$ cat config.mk
export PLATFORM = sky130hd
export DESIGN_NAME = mem_req_ctrl_flat
export DESIGN_NICKNAME = d
export VERILOG_FILES = /design/src/rtl/mem_req_ctrl_pkg.sv /design/src/rtl/mem_req_ctrl_if.sv /design/src/rtl/mem_req_ctrl.sv /design/src/flat_wrapper.sv
export SDC_FILE = /design/constraint.sdc
export NUM_CORES = 1
export LEC_CHECK = 0
export ABC_CLOCK_PERIOD_IN_PS = 5900
export CAP_MARGIN = 20
export CORE_AREA = 2 2 238 240
export DETAILED_ROUTE_END_ITERATION = 8
export DIE_AREA = 0 0 240 242
export MAX_ROUTING_LAYER = met4
export SYNTH_ARGS = -nofsm -noshare
export SYNTH_HDL_FRONTEND = slang
export SYNTH_SLANG_ARGS = --single-unit
$ cat constraint.sdc
create_clock -name clk -period 5.9 [get_ports clk]
set_input_delay 0.59 -clock clk [delete_from_list [all_inputs] [get_ports clk]]
set_output_delay 0.59 -clock clk [all_outputs]
set_load 0.02 [all_outputs]
$ cat src/rtl/mem_req_ctrl_pkg.sv
// Shared types and constants for the cache-to-memory line requester.
package mem_req_ctrl_pkg;

  localparam int DCACHE_LINE_WIDTH = 128;   // 16-byte lines
  localparam int TIMEOUT_CYCLES_DEF = 1024;
  localparam int CNT_W_DEF = 11;            // 2**CNT_W must exceed TIMEOUT_CYCLES

  // Clears the byte-within-line offset of a 16-byte line address.
  localparam logic [31:0] LINE_MASK = 32'hFFFF_FFF0;

  typedef enum logic [1:0] {
    IDLE   = 2'd0,
    WB_REQ = 2'd1,
    RD_REQ = 2'd2,
    DONE   = 2'd3
  } type_mem_req_state_e;

  typedef struct packed {
    logic [31:0]                  addr;
    logic [DCACHE_LINE_WIDTH-1:0] w_data;
    logic                         req;
    logic                         w_en;
  } type_cache2mem_s;

  typedef struct packed {
    logic [DCACHE_LINE_WIDTH-1:0] r_data;
    logic                         ack;
  } type_mem2cache_s;

  function automatic logic [31:0] line_align(input logic [31:0] a);
    return a & LINE_MASK;
  endfunction

endpackage

$ cat src/rtl/mem_req_ctrl_if.sv
// Cache-to-main-memory line bus.
//
// Handshake: the cache raises req with addr/w_en/w_data stable and holds
// them until it has seen ack=1 at a rising edge. The memory samples req while
// its own ack is low and answers with a single-cycle ack one cycle later,
// ignoring req while ack is high. r_data is valid only in the ack cycle.
// A new request may start in the cycle right after the ack cycle.
interface mem_req_ctrl_if;
  import mem_req_ctrl_pkg::*;

  type_cache2mem_s cache2mem_o;
  type_mem2cache_s mem2cache_i;

  modport master (output cache2mem_o, input mem2cache_i);
  modport slave  (input cache2mem_o, output mem2cache_i);

endinterface

$ cat src/rtl/mem_req_ctrl.sv
// Miss sequencer: optional dirty-line writeback, then a line refill, with a
// per-request ack timeout. One command in flight at a time.
module mem_req_ctrl
  import mem_req_ctrl_pkg::*;
#(
  parameter int TIMEOUT_CYCLES = TIMEOUT_CYCLES_DEF,
  parameter int CNT_W          = CNT_W_DEF
) (
  input  logic                         clk,
  input  logic                         rst,
  input  logic                         cmd_valid_i,
  output logic                         cmd_ready_o,
  input  logic                         cmd_wb_i,
  input  logic [31:0]                  cmd_wb_addr_i,
  input  logic [DCACHE_LINE_WIDTH-1:0] cmd_wb_data_i,
  input  logic [31:0]                  cmd_rd_addr_i,
  output logic                         resp_valid_o,
  output logic [DCACHE_LINE_WIDTH-1:0] resp_data_o,
  output logic                         resp_err_o,
  mem_req_ctrl_if.master               mem_bus,
  output type_mem_req_state_e          dbg_state_o
);

  localparam logic [CNT_W-1:0] CNT_LIMIT = CNT_W'(TIMEOUT_CYCLES - 1);

  type_mem_req_state_e          state_q, state_d;
  logic [CNT_W-1:0]             cnt_q, cnt_d;
  logic [31:0]                  wb_addr_q, wb_addr_d;
  logic [DCACHE_LINE_WIDTH-1:0] wb_data_q, wb_data_d;
  logic [31:0]                  rd_addr_q, rd_addr_d;
  logic [DCACHE_LINE_WIDTH-1:0] resp_data_q, resp_data_d;
  logic                         err_q, err_d;

  logic ack;
  logic cnt_at_limit;

  assign ack          = mem_bus.mem2cache_i.ack;
  assign cnt_at_limit = (cnt_q == CNT_LIMIT);

  // State and command registers; reset returns to IDLE with everything cleared.
  always_ff @(posedge clk) begin
    if (rst) begin
      state_q     <= IDLE;
      cnt_q       <= '0;
      wb_addr_q   <= '0;
      wb_data_q   <= '0;
      rd_addr_q   <= '0;
      resp_data_q <= '0;
      err_q       <= 1'b0;
    end else begin
      state_q     <= state_d;
      cnt_q       <= cnt_d;
      wb_addr_q   <= wb_addr_d;
      wb_data_q   <= wb_data_d;
      rd_addr_q   <= rd_addr_d;
      resp_data_q <= resp_data_d;
      err_q       <= err_d;
    end
  end

  // Next state: accept in IDLE, one transaction per REQ visit, timeout abort
  // unless the ack lands in the limit cycle.
  always_comb begin
    state_d     = state_q;
    cnt_d       = cnt_q;
    wb_addr_d   = wb_addr_q;
    wb_data_d   = wb_data_q;
    rd_addr_d   = rd_addr_q;
    resp_data_d = resp_data_q;
    err_d       = err_q;
    case (state_q)
      IDLE: begin
        if (cmd_valid_i) begin
          wb_addr_d = line_align(cmd_wb_addr_i);
          wb_data_d = cmd_wb_data_i;
          rd_addr_d = line_align(cmd_rd_addr_i);
          err_d     = 1'b0;
          cnt_d     = '0;
          state_d   = cmd_wb_i ? WB_REQ : RD_REQ;
        end
      end
      WB_REQ: begin
        if (ack) begin
          // Read data returned with a write ack is meaningless; drop it.
          cnt_d   = '0;
          state_d = RD_REQ;
        end else if (cnt_at_limit) begin
          // A failed writeback abandons the refill as well.
          err_d   = 1'b1;
          state_d = DONE;
        end else begin
          cnt_d = cnt_q + 1'b1;
        end
      end
      RD_REQ: begin
        if (ack) begin
          resp_data_d = mem_bus.mem2cache_i.r_data;
          state_d     = DONE;
        end else if (cnt_at_limit) begin
          err_d   = 1'b1;
          state_d = DONE;
        end else begin
          cnt_d = cnt_q + 1'b1;
        end
      end
      DONE: begin
        state_d = IDLE;
      end
      default: begin
        state_d = IDLE;
      end
    endcase
  end

  // Moore outputs decoded from the registered state and command fields.
  always_comb begin
    cmd_ready_o                  = 1'b0;
    resp_valid_o                 = 1'b0;
    mem_bus.cache2mem_o.req      = 1'b0;
    mem_bus.cache2mem_o.w_en     = 1'b0;
    mem_bus.cache2mem_o.addr     = '0;
    mem_bus.cache2mem_o.w_data   = '0;
    case (state_q)
      IDLE: begin
        cmd_ready_o = 1'b1;
      end
      WB_REQ: begin
        mem_bus.cache2mem_o.req    = 1'b1;
        mem_bus.cache2mem_o.w_en   = 1'b1;
        mem_bus.cache2mem_o.addr   = wb_addr_q;
        mem_bus.cache2mem_o.w_data = wb_data_q;
      end
      RD_REQ: begin
        mem_bus.cache2mem_o.req  = 1'b1;
        mem_bus.cache2mem_o.addr = rd_addr_q;
      end
      DONE: begin
        resp_valid_o = 1'b1;
      end
      default: begin
        cmd_ready_o = 1'b0;
      end
    endcase
  end

  assign resp_data_o = resp_data_q;
  assign resp_err_o  = err_q;
  assign dbg_state_o = state_q;

endmodule
$ cat src/flat_wrapper.sv
// flat-port wrapper written by rule: the top's interface ports become plain ports
module mem_req_ctrl_flat import mem_req_ctrl_pkg::*;
#(
  parameter int TIMEOUT_CYCLES = TIMEOUT_CYCLES_DEF,
  parameter int CNT_W          = CNT_W_DEF
)
  (clk, rst, cmd_valid_i, cmd_ready_o, cmd_wb_i, cmd_wb_addr_i, cmd_wb_data_i, cmd_rd_addr_i, resp_valid_o, resp_data_o, resp_err_o, dbg_state_o, mem_bus_cache2mem_o, mem_bus_mem2cache_i);
  mem_req_ctrl_if mem_bus_i ();
  input  logic clk;
  input  logic rst;
  input  logic cmd_valid_i;
  output logic cmd_ready_o;
  input  logic cmd_wb_i;
  input  logic [31:0] cmd_wb_addr_i;
  input  logic [DCACHE_LINE_WIDTH-1:0] cmd_wb_data_i;
  input  logic [31:0] cmd_rd_addr_i;
  output logic resp_valid_o;
  output logic [DCACHE_LINE_WIDTH-1:0] resp_data_o;
  output logic resp_err_o;
  output type_mem_req_state_e dbg_state_o;
  output wire logic [$bits(mem_bus_i.cache2mem_o)-1:0] mem_bus_cache2mem_o;
  input wire logic [$bits(mem_bus_i.mem2cache_i)-1:0] mem_bus_mem2cache_i;
  assign mem_bus_cache2mem_o = mem_bus_i.cache2mem_o;
  assign mem_bus_i.mem2cache_i = mem_bus_mem2cache_i;
  mem_req_ctrl #(.TIMEOUT_CYCLES(TIMEOUT_CYCLES), .CNT_W(CNT_W)) u_core (.clk(clk), .rst(rst), .cmd_valid_i(cmd_valid_i), .cmd_ready_o(cmd_ready_o), .cmd_wb_i(cmd_wb_i), .cmd_wb_addr_i(cmd_wb_addr_i), .cmd_wb_data_i(cmd_wb_data_i), .cmd_rd_addr_i(cmd_rd_addr_i), .resp_valid_o(resp_valid_o), .resp_data_o(resp_data_o), .resp_err_o(resp_err_o), .mem_bus(mem_bus_i), .dbg_state_o(dbg_state_o));
endmodule
==> Yosys cells after proc, flatten, opt, wreduce, memory -nomap -nowiden <==
Cells that the tools add are included.
{ "word_totals": {"register_bits": 326, "word_cells": 45, "in_bits": 325} }
{ "classes": {"n_reduce_logical": 8, "muxes": 21, "addsub": 1, "n_eq_ne": 8} }
{ "ops": {"columns": ["operator", "n"], "rows": [
  ["$mux 128", 1],
  ["$pmux 32 s2", 1],
  ["$mux 11", 4],
  ["$pmux 11 s3", 1],
  ["$add 11x1->11 const B", 1],
  ["$eq 11x10->1 const B", 1],
  ["$mux 2", 5],
  ["$pmux 2 s4", 1],
  ["$mux 1", 7],
  ["$ne 2x2->1 const B", 3],
  ["$eq 2x2->1 const B", 2],
  ["$reduce_and 2->1", 2],
  ["$reduce_and 4->1", 1],
  ["$reduce_and 3->1", 1],
  ["$reduce_bool 3->1", 1],
  ["$eq 2x1->1 const B", 1],
  ["$logic_not 2->1", 1],
  ["$ne 2x1->1 const B", 1],
  ["$pmux 1 s2", 1],
  ["$reduce_bool 2->1", 1],
  ["$reduce_or 2->1", 1]
]} }

==> Logic depth before layout (Yosys ltp) <==
Gate-level depths: netlist (run 1).
{ "depth": {"ltp_word": 4, "mapped_depth": 8, "mapped_depth_nobuf": 6} }

==> Least setup slack after synthesis (run 1) <==
Ideal clock, no wire load.
{ "synth_path": {"path_kind": "register to output", "startpoint": "register u_core.state_q[0], in the netlist u_core.dbg_state_o[0]", "endpoint": "output mem_bus_cache2mem_o[134]", "arrival_time_ns": 1.861, "stages_incl_launch_ff": 6, "setup_slack_ns": 3.449, "path_cell_list": "dfxtp_1 -> ha_1 -> clkbuf_1 -> buf_1 -> a22oi_1 -> nor2_1"} }
{ "synth_via": {"elab_chain_cells": 2} }
{ "synth_rtl": {"columns": ["item", "line", "source"], "rows": [
  ["start, declared", "mem_req_ctrl.sv:26", "type_mem_req_state_e state_q, state_d;"],
  ["start signal, assigned", "mem_req_ctrl.sv:51", "state_q <= state_d;"],
  ["$eq 2x2->1 / $eq 2x1->1 (equally long branches)", "mem_req_ctrl.sv:123", "case (state_q)"],
  ["$pmux 32 s2 *", "mem_req_ctrl.sv:123", null],
  ["end, declared", "flat_wrapper.sv:21", "output wire logic [$bits(mem_bus_i.cache2mem_o)-1:0] mem_bus_cache2mem_o;"]
]} }
Every way passes the cells marked *; elsewhere a longest branch is shown, timed or not.

==> Worst setup path in the final report (run 1) <==
{ "layout_path": {"startpoint": "register u_core.state_q[1], in the netlist u_core.dbg_state_o[1]", "endpoint": "output mem_bus_cache2mem_o[155]"} }
The elaborated chain is that of the path after synthesis.

==> tab_implementation.tex, run 1 <==
\begin{tabular}{lr}
\hline
Metric & Value \\
\hline
\multicolumn{2}{l}{\textbf{Outcome}} \\
\quad Outcome & finished, final reports clean \\
\multicolumn{2}{l}{\textbf{Synthesis}} \\
\quad Syn\_area\_per\_cell & 7.58 um\^{}2 \\
\quad Multiplexer area fraction after synthesis & 0 \\
\quad Largest cells by area after synthesis & dfxtp\_1, nand2\_1, a21oi\_1 \\
\quad Parity-gate share of the synthesized area counting xor and xnor cells & 0 \\
\quad Top post-synthesis cells by count & nand2\_1, dfxtp\_1, a21oi\_1, and2\_1, clkbuf\_1 \\
\quad Mapped cell area & around 0.013 mm\^{}2 \\
\quad Main combinational cell family by area after synthesis & simple AND/OR/NAND/NOR gates \\
\quad Dominant cell type by area after synthesis & dfxtp\_1 \\
\quad Adder-Cell Fraction of Synth Area & 0.00494 \\
\quad Simple-gate share of the synthesized area & 0.277 \\
\quad Async SR Flop Fraction & 0 \\
\quad Share of the synthesized area in the top cell type & 0.516 \\
\quad Sequential-to-total area share from yosys stat & 0.516 \\
\quad Area fraction in compound gates after synthesis & 0.158 \\
\quad Cell count after synthesis & 1,669 \\
\quad Number of enable-type register cells in the synthesized netlist & 0 \\
\quad Post-synthesis register bit count & 326 \\
\quad Dominant synthesized flop cell & dfxtp\_1 \\
\quad Synth warn & 0 \\
\quad Yosys cell types & 40 \\
\quad Most frequently used cell type in the post-synthesis netlist & nand2\_1 \\
\multicolumn{2}{l}{\textbf{Clocking}} \\
\quad Number of buffers inserted by post-CTS setup repair & 0 \\
\quad Maximum root-to-sink buffer count & 3 \\
\quad Post-cts gate resize count & 0 \\
\quad Num Clock Sinks & roughly 330 \\
\quad Clock input transition at the sequential cells of the worst setup and hold paths & around 0.060 ns \\
\quad CTS Root Cell & clkbuf\_16 \\
\quad Clock latency of the later-clocked register in the worst-skew pair & 0.54 ns \\
\quad CTS Hold Buffers Added & 0 \\
\quad CTS tree & done \\
\quad Deepest level of the CTS H-tree & 2 \\
\quad Number of buffers inserted during clock tree synthesis & 39 \\
\multicolumn{2}{l}{\textbf{GRT}} \\
\quad Largest net degree at the start of global routing & 156 \\
\quad Initial antenna violation count & 4 \\
\quad GRT Total Usage & 0.164 \\
\quad GR Overflow Total & 0 \\
\quad Via count of the first global-routing pass & 12,600 \\
\quad Wire length of the first global-routing pass & 72,300 um \\
\multicolumn{2}{l}{\textbf{Finish}} \\
\quad Area of all placed cells without fillers & 0.0206 mm\^{}2 \\
\quad Proportion of layout cells with a drive suffix above 1 & 0.0355 \\
\quad Final Core Density & 0.370 \\
\quad Nets@finish & 2,525 \\
\quad Layout Area Growth over Synthesis & 62.9\% \\
\multicolumn{2}{l}{\textbf{Critical path}} \\
\quad Critical path required time & between 5 and 6 ns \\
\quad Startpoint Class & flip-flop \\
\quad Critical path cell sequence & inv\_1 > ha\_4 > buf\_12 > a22oi\_1 > nor2\_1 > clkdlybuf4s50\_1 \\
\quad Worst setup path category & flip-flop to output port \\
\quad Slowest stage cell, crit path & clkdlybuf4s50\_1 \\
\quad Data arrival time of the worst path & 3.03 ns \\
\quad Largest incremental delay on the critical path & 0.66 ns \\
\quad Crit-path max FO & 116 \\
\quad Setup crit end kind & output port \\
\multicolumn{2}{l}{\textbf{Pwr}} \\
\quad Static Leak & 7.25 nW \\
\quad IR drop worst, VDD & 0.187 mV \\
\quad Total power divided by cell area & 314 mW/mm\^{}2 \\
\multicolumn{2}{l}{\textbf{STA}} \\
\quad Headroom to the max-slew limit & 0.327 \\
\quad Maximum frequency from static timing analysis & between 200 and 300 MHz \\
\quad Skew final & 0.00893 ns \\
\quad Count of endpoints failing setup in the final report & 0 \\
\quad Final Cycle Share & 0.614 \\
\quad Final slew viol count & 0 \\
\quad Final total negative setup slack & 0 ns \\
\quad Slew @ Worst Pin & 1.01 ns \\
\quad Final hold slack & around 0.45 ns \\
\quad Setup repair after global routing missed its margin & no \\
\quad Final worst path period need & 3.62 ns \\
\quad Hold violation total from the final report & 0 \\
\multicolumn{2}{l}{\textbf{Hold path}} \\
\quad Type of the most critical hold path & flip-flop to flip-flop \\
\multicolumn{2}{l}{\textbf{Placed design}} \\
\quad Post-Place Cell Area & 0.0193 mm\^{}2 \\
\quad DP HPWL & 33,700 um \\
\quad IO Port Bufs & 607 \\
\quad GP Congestion & 0.866 \\
\multicolumn{2}{l}{\textbf{Job}} \\
\quad Max-Cap Viols & 0 \\
\multicolumn{2}{l}{\textbf{Detailed routing}} \\
\quad Drt drc & 0 \\
\quad Number of vias after detailed routing & around 13,000 \\
\quad Length of the first detailed-routing pass in iterations & 5 \\
\quad Number of vias per cell after detailed routing & between 4 and 5 \\
\quad Average wire per cell in the routed design & 16.4 um \\
\quad Count of routing violations after the opening detailed-route iteration & $\sim$580 \\
\quad Final ANT Viol Nets & 0 \\
\quad Total wirelength of the detailed-routed design & 49,000 um \\
\multicolumn{2}{l}{\textbf{Floorplanning}} \\
\quad Die Ht & 242 um \\
\quad Boundary Pins & 620 \\
\quad Starting density of the core & 0.227 \\
\quad Width of the die & 240 um \\
\quad Die Outline Area & a little under 0.06 mm\^{}2 \\
\quad Rows & 87 \\
\quad Core footprint & 0.0557 mm\^{}2 \\
\hline
\end{tabular}
## worst paths after layout
path | start | to | slack (ns) | cells past startpoint
setup reg to reg | u_core.dbg_state_o[0]$_SDFFE_PP0P_ | u_core.resp_data_o[46]$_SDFFE_PP0P_ | 3.06 | 6
setup / recovery | u_core.dbg_state_o[1]$_SDFFE_PP0P_ | mem_bus_cache2mem_o[155] | 2.28 | 6
hold / removal | u_core.wb_data_q[35]$_SDFFE_PP0P_ | u_core.wb_data_q[35]$_SDFFE_PP0P_ | 0.45 | 2
hold reg to reg | u_core.wb_data_q[35]$_SDFFE_PP0P_ | u_core.wb_data_q[35]$_SDFFE_PP0P_ | 0.45 | 2
## kinds of logic after synthesis
group | after synthesis
simple gates | 822
compound gates | 373
flops | 326
buf+inv | 142
fa+ha+maj | 5
other cells | 1
## cell type report
type,instances,area (um^2)
Fill cell,5768,35100
Sequential cell,326,6530
Timing Repair Buffer,618,6230
Multi-Input combinational cell,1204,5610
Clock buffer,56,1130
Tap cell,756,946
Clock inverter,13,133
Inverter,6,22.5
Antenna cell,4,10.0
## worst max-delay path: cells and delay by family (launching register included)
family,cells,cell delay [ns]
and+or+nand+nor,1,0.13
DFF,1,0.35
adders and majority gates,1,0.50
buffers and inverters,3,1.23
AOI/OAI and AO/OA,1,0.16
## power breakdown
group | total, W | internal (W) | switching [W]
clock network | 0.00238 | 0.00142 | 0.000962
logic | 0.00153 | 0.000626 | 0.000906
registers | 0.00255 | 0.00243 | 0.000115
total | 0.00646 | 0.00448 | 0.00198
## state kept, by name, summed over array words and instances, names as in the netlist
name / flops
u_core.resp_data_o: 128
u_core.dbg_state_o: 2
u_core.resp_err_o: 1
u_core.wb_addr_q: 28
u_core.cnt_q: 11
u_core.wb_data_q: 128
u_core.rd_addr_q: 28
## per-stage QoR
stage / cells / worst slack (ns) / power, W
floorplan: 1672 / 3.45 / 0.00340
global placement: 2909 / 2.64 / 0.00410
detailed placement: 2910 / 2.63 / 0.00414
CTS: 2979 / 2.21 / 0.00658
global route: 2983 / 2.11 / 0.00680
finish: 2983 / 2.28 / 0.00646
## placed cells by master (no fill, tap or decap), drive strengths merged, types with 5 or more instances in the layout
cell type and count:
clkdlybuf4s50 606, ha 5, buf 12, inv 7
dfxtp 326, and2 130, a22oi 28, o31ai 6
clkbuf 56, nand2 631, a21oi 320, clkinv 9
nor2 31
## layer usage
layer / part of all wire / track usage
met3: 0.058 / 0.0348
met1: 0.42 / 0.193
met5: 0 / -
met2: 0.49 / 0.274
met4: 0.032 / 0.0625
No activity file was read; power rests on OpenSTA's default activity.
==> run 2, diff against run 1 <==
--- a/config.mk
+++ b/config.mk
@@ -5,11 +5,11 @@
 export SDC_FILE = /design/constraint.sdc
 export NUM_CORES = 1
 export LEC_CHECK = 0
-export ABC_CLOCK_PERIOD_IN_PS = 5900
+export ABC_CLOCK_PERIOD_IN_PS = 3510
 export CAP_MARGIN = 20
-export CORE_AREA = 2 2 238 240
+export CORE_AREA = 2 2 240 242
 export DETAILED_ROUTE_END_ITERATION = 8
-export DIE_AREA = 0 0 240 242
+export DIE_AREA = 0 0 242 244
 export MAX_ROUTING_LAYER = met4
 export SYNTH_ARGS = -nofsm -noshare
 export SYNTH_HDL_FRONTEND = slang
==> constraint.sdc (replaced) <==
create_clock -name clk -period 3.51 [get_ports clk]
set_input_delay 0.351 -clock clk [delete_from_list [all_inputs] [get_ports clk]]
set_output_delay 0.351 -clock clk [all_outputs]
set_load 0.02 [all_outputs]
==> tab_implementation.tex, run 2 (synthesis gave the netlist of run 1 again) <==
\begin{tabular}{lr}
\hline
Metric & Value \\
\hline
\multicolumn{2}{l}{\textbf{GRT}} \\
\quad Wire length of the first global-routing pass & 73,300 um (was 72,300 um) \\
\quad GR Overflow Total & 0 (unchanged) \\
\quad Initial antenna violation count & 3 (was 4) \\
\quad Largest net degree at the start of global routing & 129 (was 156) \\
\quad Via count of the first global-routing pass & 12,700 (was 12,600) \\
\quad GRT Total Usage & 0.162 (was 0.164) \\
\multicolumn{2}{l}{\textbf{Pwr}} \\
\quad Sequential fraction of design power & 0.381 (was 0.394) \\
\quad Switching portion of total power & 0.299 (was 0.307) \\
\quad Psw & 0.00336 W (was 0.00198 W) \\
\quad Internal power summed over all cells & 0.00788 W (was 0.00448 W) \\
\quad Clock share of power & 0.385 (was 0.369) \\
\quad IR drop worst, VDD & 0.406 mV (was 0.187 mV) \\
\quad Static Leak & 7.40 nW (was 7.25 nW) \\
\quad Total power divided by cell area & 538 mW/mm\^{}2 (was 314 mW/mm\^{}2) \\
\quad Combinational fraction of design power & 0.233 (was 0.237) \\
\multicolumn{2}{l}{\textbf{Floorplanning}} \\
\quad Boundary Pins & 620 (unchanged) \\
\quad Core footprint & 0.0562 mm\^{}2 (was 0.0557 mm\^{}2) \\
\quad Die Ht & 244 um (was 242 um) \\
\quad Die Outline Area & 0.0590 mm\^{}2 (was 0.0581 mm\^{}2) \\
\quad Rows & 87 (unchanged) \\
\quad Width of the die & 242 um (was 240 um) \\
\quad Starting density of the core & 0.225 (was 0.227) \\
\multicolumn{2}{l}{\textbf{Critical path}} \\
\quad Worst setup path category & flip-flop to output port (unchanged) \\
\quad Data arrival time of the worst path & 2.99 ns (was 3.03 ns) \\
\quad Startpoint Class & flip-flop (unchanged) \\
\quad Critical path cell sequence & inv\_1 > ha\_1 > clkinvlp\_4 > nor2\_1 > clkdlybuf4s50\_1 (was inv\_1 > ha\_4 > buf\_12 > a22oi\_1 > nor2\_1 > clkdlybuf4s50\_1) \\
\quad Crit-path max FO & 31 (was 116) \\
\quad Slowest stage cell, crit path & clkdlybuf4s50\_1 (unchanged) \\
\quad Gate family responsible for the most delay along the worst path & buffers and inverters (unchanged) \\
\quad Setup crit end kind & output port (unchanged) \\
\quad Critical path required time & 3.16 ns (was 5.31 ns) \\
\quad Buffers plus inverters on the worst setup path & 3 (unchanged) \\
\quad Largest incremental delay on the critical path & 0.63 ns (was 0.66 ns) \\
\multicolumn{2}{l}{\textbf{Finish}} \\
\quad Area of all placed cells without fillers & 0.0209 mm\^{}2 (was 0.0206 mm\^{}2) \\
\quad Fill cell count & 5,778 (was 5,768) \\
\quad Most frequent standard cell in the layout excluding fill and tap cells & nand2\_1 (unchanged) \\
\quad Final Core Density & 0.372 (was 0.370) \\
\quad Nets@finish & 2,543 (was 2,525) \\
\quad Proportion of layout cells with a drive suffix above 1 & 0.0451 (was 0.0355) \\
\quad Area used by multi-input combinational logic & 0.00561 mm\^{}2 (unchanged) \\
\quad Area occupied by registers & 0.00653 mm\^{}2 (unchanged) \\
\quad Commonest non-fill, non-tap cells in the layout & nand2\_1, clkdlybuf4s50\_1, dfxtp\_1 (unchanged) \\
\quad Layout Area Growth over Synthesis & 65.1\% (was 62.9\%) \\
\multicolumn{2}{l}{\textbf{Detailed routing}} \\
\quad Top routing layer in use & met4 (unchanged) \\
\quad Final ANT Viol Nets & 0 (unchanged) \\
\quad Count of routing violations after the opening detailed-route iteration & 603 (was 575) \\
\quad Number of vias after detailed routing & 13,100 (was 13,000) \\
\quad Total routed wire length on the met1 layer & 19,800 um (was 20,500 um) \\
\quad Met3 Wirelength & 3480 um (was 2860 um) \\
\quad Drt drc & 0 (unchanged) \\
\quad Average wire per cell in the routed design & 16.5 um (was 16.4 um) \\
\quad Number of vias per cell after detailed routing & 4.38 (was 4.36) \\
\quad Total wirelength of the detailed-routed design & 49,400 um (was 49,000 um) \\
\quad Length of the first detailed-routing pass in iterations & 5 (unchanged) \\
\quad Wire length on met2 & 24,000 um (was 24,100 um) \\
\multicolumn{2}{l}{\textbf{Clocking}} \\
\quad Num Clock Sinks & 326 (unchanged) \\
\quad Deepest level of the CTS H-tree & 2 (unchanged) \\
\quad Number of buffers inserted during clock tree synthesis & 41 (was 39) \\
\quad Post-cts gate resize count & 0 (unchanged) \\
\quad CTS tree & done (unchanged) \\
\quad Number of buffers inserted by post-CTS setup repair & 0 (unchanged) \\
\quad CTS Root Cell & clkbuf\_16 (unchanged) \\
\quad CTS Hold Buffers Added & 0 (unchanged) \\
\quad Clock input transition at the sequential cells of the worst setup and hold paths & 0.06 ns (about the same) \\
\quad Maximum root-to-sink buffer count & 3 (unchanged) \\
\quad Clock latency of the later-clocked register in the worst-skew pair & 0.54 ns (about the same) \\
\multicolumn{2}{l}{\textbf{STA}} \\
\quad Skew final & 0.00701 ns (was 0.00893 ns) \\
\quad Final Cycle Share & 0.951 \\
\quad Count of endpoints failing setup in the final report & 0 (unchanged) \\
\quad Headroom to the max-slew limit & 0.464 (was 0.327) \\
\quad Minimum setup slack in the final design & 0.170 ns (was 2.28 ns) \\
\quad Final slew viol count & 0 (unchanged) \\
\quad Final worst path period need & between 3 and 4 ns \\
\quad Maximum frequency from static timing analysis & 299 MHz \\
\quad Slew @ Worst Pin & 0.804 ns (was 1.01 ns) \\
\quad Final total negative setup slack & 0 ns (unchanged) \\
\quad Hold violation total from the final report & 0 (unchanged) \\
\quad Setup repair after global routing missed its margin & yes (was no) \\
\multicolumn{2}{l}{\textbf{Placed design}} \\
\quad IO Port Bufs & 607 (unchanged) \\
\quad Worst slack after detailed placement & 0.708 ns (was 2.63 ns) \\
\quad Post-Place Cell Area & 0.0195 mm\^{}2 (was 0.0193 mm\^{}2) \\
\quad GP Congestion & 0.865 (was 0.866) \\
\quad DP HPWL & 35,100 um (was 33,700 um) \\
\multicolumn{2}{l}{\textbf{Job}} \\
\quad Max-Cap Viols & 0 (unchanged) \\
\multicolumn{2}{l}{\textbf{Hold path}} \\
\quad Type of the most critical hold path & primary input to flip-flop (was flip-flop to flip-flop) \\
\multicolumn{2}{l}{\textbf{Outcome}} \\
\quad Outcome & finished, final reports clean (unchanged) \\
\hline
\end{tabular}
[run 2: cell types whose count changed in the layout (fill, tap and decap cells not counted)]
cell,previous run,this run
clkinv_8,1,0
buf_16,1,0
clkbuf_8,7,9
bufinv_16,2,5
inv_1,6,5
buf_4,6,18
diode_2,4,3
clkbuf_16,40,41
clkinvlp_4,1,2
clkbuf_1,9,5
buf_12,4,9
[run 2: worst paths after layout]
kind / from / end / slack (ns) / cells after the start
setup reg to reg: u_core.dbg_state_o[0]$_SDFFE_PP0P_ / u_core.cnt_q[3]$_SDFFE_PP0P_ / 1.01 / 6
setup / recovery: u_core.dbg_state_o[0]$_SDFFE_PP0P_ / mem_bus_cache2mem_o[160] / 0.17 / 5
hold / removal: mem_bus_mem2cache_i[7] / u_core.resp_data_o[6]$_SDFFE_PP0P_ / 0.35 / 3
hold reg to reg: u_core.wb_data_q[82]$_SDFFE_PP0P_ / u_core.wb_data_q[82]$_SDFFE_PP0P_ / 0.45 / 2
[run 2: power by group through the flow]
stage	clock network [W]	logic (W)	registers, W
6_report	0.00433	0.00262	0.00428
5_1_grt	0.00461	0.00285	0.00433
4_1_cts	0.00447	0.00265	0.00428
3_5_place_dp	0	0.00264	0.00436
3_3_place_gp	0	0.00260	0.00434
2_1_floorplan	0	0.00123	0.00448
[run 2: layout make-up]
cell class              count  share of cell area
multi-input cells        1204               0.269
clock inverters            15             0.00988
inverters                   6             0.00126
clock buffers              55              0.0560
diodes                      3            0.000359
repair buffers            634               0.306
flip-flops and latches    326               0.312
well taps                 756              0.0453
[run 2: worst min-delay path, cell delays in order]
cell and delay (ns):
clkdlybuf4s50_1 0.39, nand2_1 0.05, a21oi_1 0.05
[run 2: layer usage]
layer	vias up	track usage
li1	6464	-
met3	116	0.0426
met2	447	0.268
met5	-	-
met1	6107	0.184
met4	0	0.0752
[run 2: metrics by stage]
stage	instances	hold slack (ns)	total power (W)
6_report	2999	0.353	0.0112
5_1_grt	2999	0.324	0.0118
4_1_cts	2996	0.307	0.0114
3_5_place_dp	2926	0.442	0.00700
3_3_place_gp	2926	0.437	0.00694
2_1_floorplan	1672	0.432	0.00571
==> run 3, diff against run 2 <==
--- a/config.mk
+++ b/config.mk
@@ -11,6 +11,7 @@
 export DETAILED_ROUTE_END_ITERATION = 8
 export DIE_AREA = 0 0 242 244
 export MAX_ROUTING_LAYER = met4
+export PLACE_DENSITY_LB_ADDON = 0.15
 export SYNTH_ARGS = -nofsm -noshare
 export SYNTH_HDL_FRONTEND = slang
 export SYNTH_SLANG_ARGS = --single-unit
==> tab_implementation.tex, run 3 (synthesis gave the netlist of run 1 again) <==
\begin{tabular}{lr}
\hline
Metric & Value \\
\hline
\multicolumn{2}{l}{\textbf{Outcome}} \\
\quad Outcome & finished, final reports clean (unchanged) \\
\multicolumn{2}{l}{\textbf{Critical path}} \\
\quad Critical path required time & 3.16 ns (about the same) \\
\quad Reg2reg setup slack & 1.01 ns (about the same) \\
\quad Worst setup path category & flip-flop to output port (unchanged) \\
\quad Startpoint Class & flip-flop (unchanged) \\
\quad Crit-path max FO & 27 (was 31) \\
\quad Data arrival time of the worst path & 2.70 ns (was 2.99 ns) \\
\quad Critical R2R Capture & u\_core.cnt\_q[5]\$\_SDFFE\_PP0P\_ (was u\_core.cnt\_q[3]\$\_SDFFE\_PP0P\_) \\
\quad Depth of the worst register-to-register path & 6 (unchanged) \\
\quad RR Startpoint & u\_core.dbg\_state\_o[0]\$\_SDFFE\_PP0P\_ (unchanged) \\
\quad Setup crit end kind & output port (unchanged) \\
\multicolumn{2}{l}{\textbf{Placed design}} \\
\quad IO Port Bufs & 607 (unchanged) \\
\quad GP Congestion & 0.817 (was 0.865) \\
\quad DP HPWL & 36,500 um (was 35,100 um) \\
\quad Post-Place Cell Area & 0.0195 mm\^{}2 (about the same) \\
\multicolumn{2}{l}{\textbf{STA}} \\
\quad Final total negative setup slack & 0 ns (unchanged) \\
\quad Final Cycle Share & 0.870 (was 0.951) \\
\quad Headroom to the max-slew limit & 0.468 (was 0.464) \\
\quad Skew final & 0.0106 ns (was 0.00701 ns) \\
\quad Count of endpoints failing setup in the final report & 0 (unchanged) \\
\quad Final slew viol count & 0 (unchanged) \\
\quad Hold violation total from the final report & 0 (unchanged) \\
\quad Slew @ Worst Pin & 0.798 ns (was 0.804 ns) \\
\quad Setup repair after global routing missed its margin & no (was yes) \\
\quad Final worst path period need & 3.05 ns (was 3.34 ns) \\
\quad Maximum frequency from static timing analysis & 327 MHz (was 299 MHz) \\
\multicolumn{2}{l}{\textbf{Clocking}} \\
\quad Num Clock Sinks & 326 (unchanged) \\
\quad Number of buffers inserted during clock tree synthesis & 42 (was 41) \\
\quad CTS Hold Buffers Added & 0 (unchanged) \\
\quad Clock latency of the later-clocked register in the worst-skew pair & 0.55 ns (was 0.54 ns) \\
\quad Deepest level of the CTS H-tree & 2 (unchanged) \\
\quad Post-cts gate resize count & 0 (unchanged) \\
\quad Number of buffers inserted by post-CTS setup repair & 0 (unchanged) \\
\quad Maximum root-to-sink buffer count & 3 (unchanged) \\
\quad CTS Root Cell & clkbuf\_16 (unchanged) \\
\quad CTS tree & done (unchanged) \\
\quad Clock input transition at the sequential cells of the worst setup and hold paths & 0.06 ns (about the same) \\
\multicolumn{2}{l}{\textbf{Finish}} \\
\quad Proportion of layout cells with a drive suffix above 1 & 0.0438 (was 0.0451) \\
\quad Nets@finish & 2,541 (was 2,543) \\
\quad Area of all placed cells without fillers & 0.0209 mm\^{}2 (about the same) \\
\quad Commonest non-fill, non-tap cells in the layout & nand2\_1, clkdlybuf4s50\_1, dfxtp\_1 (unchanged) \\
\quad Final Core Density & 0.372 (about the same) \\
\quad Layout Area Growth over Synthesis & 65.3\% (was 65.1\%) \\
\quad Most frequent standard cell in the layout excluding fill and tap cells & nand2\_1 (unchanged) \\
\multicolumn{2}{l}{\textbf{Floorplanning}} \\
\quad Boundary Pins & 620 (unchanged) \\
\quad Die Outline Area & 0.0590 mm\^{}2 (unchanged) \\
\quad Core footprint & 0.0562 mm\^{}2 (unchanged) \\
\quad Rows & 87 (unchanged) \\
\quad Width of the die & 242 um (unchanged) \\
\quad Die Ht & 244 um (unchanged) \\
\quad Starting density of the core & 0.225 (unchanged) \\
\multicolumn{2}{l}{\textbf{GRT}} \\
\quad Most Crowded Layer GR & met2 (unchanged) \\
\quad M2 GR Usage & 0.294 (was 0.268) \\
\quad GR Util met3 & 0.0495 (was 0.0426) \\
\quad GRT Total Usage & 0.173 (was 0.162) \\
\quad Largest net degree at the start of global routing & 129 (unchanged) \\
\quad Via count of the first global-routing pass & 12,600 (was 12,700) \\
\quad Initial antenna violation count & 6 (was 3) \\
\quad GR Overflow Total & 0 (unchanged) \\
\quad Met1 track demand over resource in global routing & 0.193 (was 0.184) \\
\quad Wire length of the first global-routing pass & 77,100 um (was 73,300 um) \\
\multicolumn{2}{l}{\textbf{Detailed routing}} \\
\quad Final ANT Viol Nets & 0 (unchanged) \\
\quad Total wirelength of the detailed-routed design & 51,800 um (was 49,400 um) \\
\quad Number of vias per cell after detailed routing & 4.30 (was 4.38) \\
\quad Count of routing violations after the opening detailed-route iteration & 517 (was 603) \\
\quad Length of the first detailed-routing pass in iterations & 4 (was 5) \\
\quad Number of vias after detailed routing & 12,900 (was 13,100) \\
\quad Drt drc & 0 (unchanged) \\
\quad Average wire per cell in the routed design & 17.2 um (was 16.5 um) \\
\multicolumn{2}{l}{\textbf{Hold path}} \\
\quad Type of the most critical hold path & primary input to flip-flop (unchanged) \\
\quad Destination of the worst hold path & u\_core.wb\_data\_q[107]\$\_SDFFE\_PP0P\_ (was u\_core.resp\_data\_o[6]\$\_SDFFE\_PP0P\_) \\
\quad Startpoint of the lowest-slack hold path & rst (was mem\_bus\_mem2cache\_i[7]) \\
\quad Worst hold path depth & 2 (was 3) \\
\multicolumn{2}{l}{\textbf{Pwr}} \\
\quad IR drop worst, VDD & 0.303 mV (was 0.406 mV) \\
\quad Total power divided by cell area & 539 mW/mm\^{}2 (was 538 mW/mm\^{}2) \\
\quad Static Leak & 7.40 nW (about the same) \\
\quad Total power after layout & 0.0113 W (was 0.0112 W) \\
\multicolumn{2}{l}{\textbf{Job}} \\
\quad Max-Cap Viols & 0 (unchanged) \\
\hline
\end{tabular}
[run 3: changes by cell type in the layout (fill, tap and decap cells not counted), sizes merged]
| cell | change |
|---|---|
| diode | +4 |
| inv | +1 |
| buf | -3 |
| bufinv | -2 |
| clkinvlp | -1 |
| clkbuf | +3 |
[run 3: where the power goes]
group / switching [W] / internal (W) / leakage (nW)
Sequential: 0.000190 / 0.00409 / 2.66
Clock: 0.00171 / 0.00266 / 0.687
Combinational: 0.00153 / 0.00110 / 4.05
Total: 0.00343 / 0.00785 / 7.40
[run 3: worst max-delay path, cell delays in order, from the launching register on]
cell,delay [ns]
dfxtp_1,0.47
ha_4,0.44
buf_4,0.35
a22oi_1,0.10
nor2_1,0.11
clkdlybuf4s50_1,0.66
[run 3: per-layer routing]
| layer | share of wire | routed length, um | up-vias |
|---|---|---|---|
| met1 | 0.40 | 20600 | 6022 |
| met4 | 0.028 | 1430 | 0 |
| li1 | - | - | 6478 |
| met5 | 0 | 0 | - |
| met2 | 0.51 | 26300 | 329 |
| met3 | 0.066 | 3440 | 70 |
[run 3: per-stage QoR]
stage               hold WS [ns]  setup slack, ns  instances
floorplan                  0.432             1.14       1672
global placement           0.437            0.967       2922
detailed placement         0.442            0.921       2922
CTS                        0.229            0.400       2993
global route               0.253            0.278       3000
finish                     0.233            0.456       3001
[run 3: worst max-delay path by stage]
stage / startpoint / to / slack, ns / depth (start not counted)
floorplan: u_core.dbg_state_o[0]$_SDFFE_PP0P_ / u_core.cnt_q[3]$_SDFFE_PP0P_ / 1.14 / 7
global placement: mem_bus_mem2cache_i[0] / u_core.resp_data_o[110]$_SDFFE_PP0P_ / 0.97 / 5
detailed placement: mem_bus_mem2cache_i[0] / u_core.resp_data_o[22]$_SDFFE_PP0P_ / 0.92 / 5
CTS: u_core.dbg_state_o[0]$_SDFFE_PP0P_ / mem_bus_cache2mem_o[154] / 0.40 / 5
global route: u_core.dbg_state_o[0]$_SDFFE_PP0P_ / mem_bus_cache2mem_o[136] / 0.28 / 6
finish: u_core.dbg_state_o[0]$_SDFFE_PP0P_ / mem_bus_cache2mem_o[154] / 0.46 / 5
[run 3: final cells by class]
cell class                 count  area (um^2)
fill                        5902        35300
sequential                   326         6530
timing repair buffer         631         6410
multi-input combinational   1204         5610
clock buffer                  58         1230
tap                          756          946
clock inverter                13          154
inverter                       6         22.5
antenna                        7         17.5
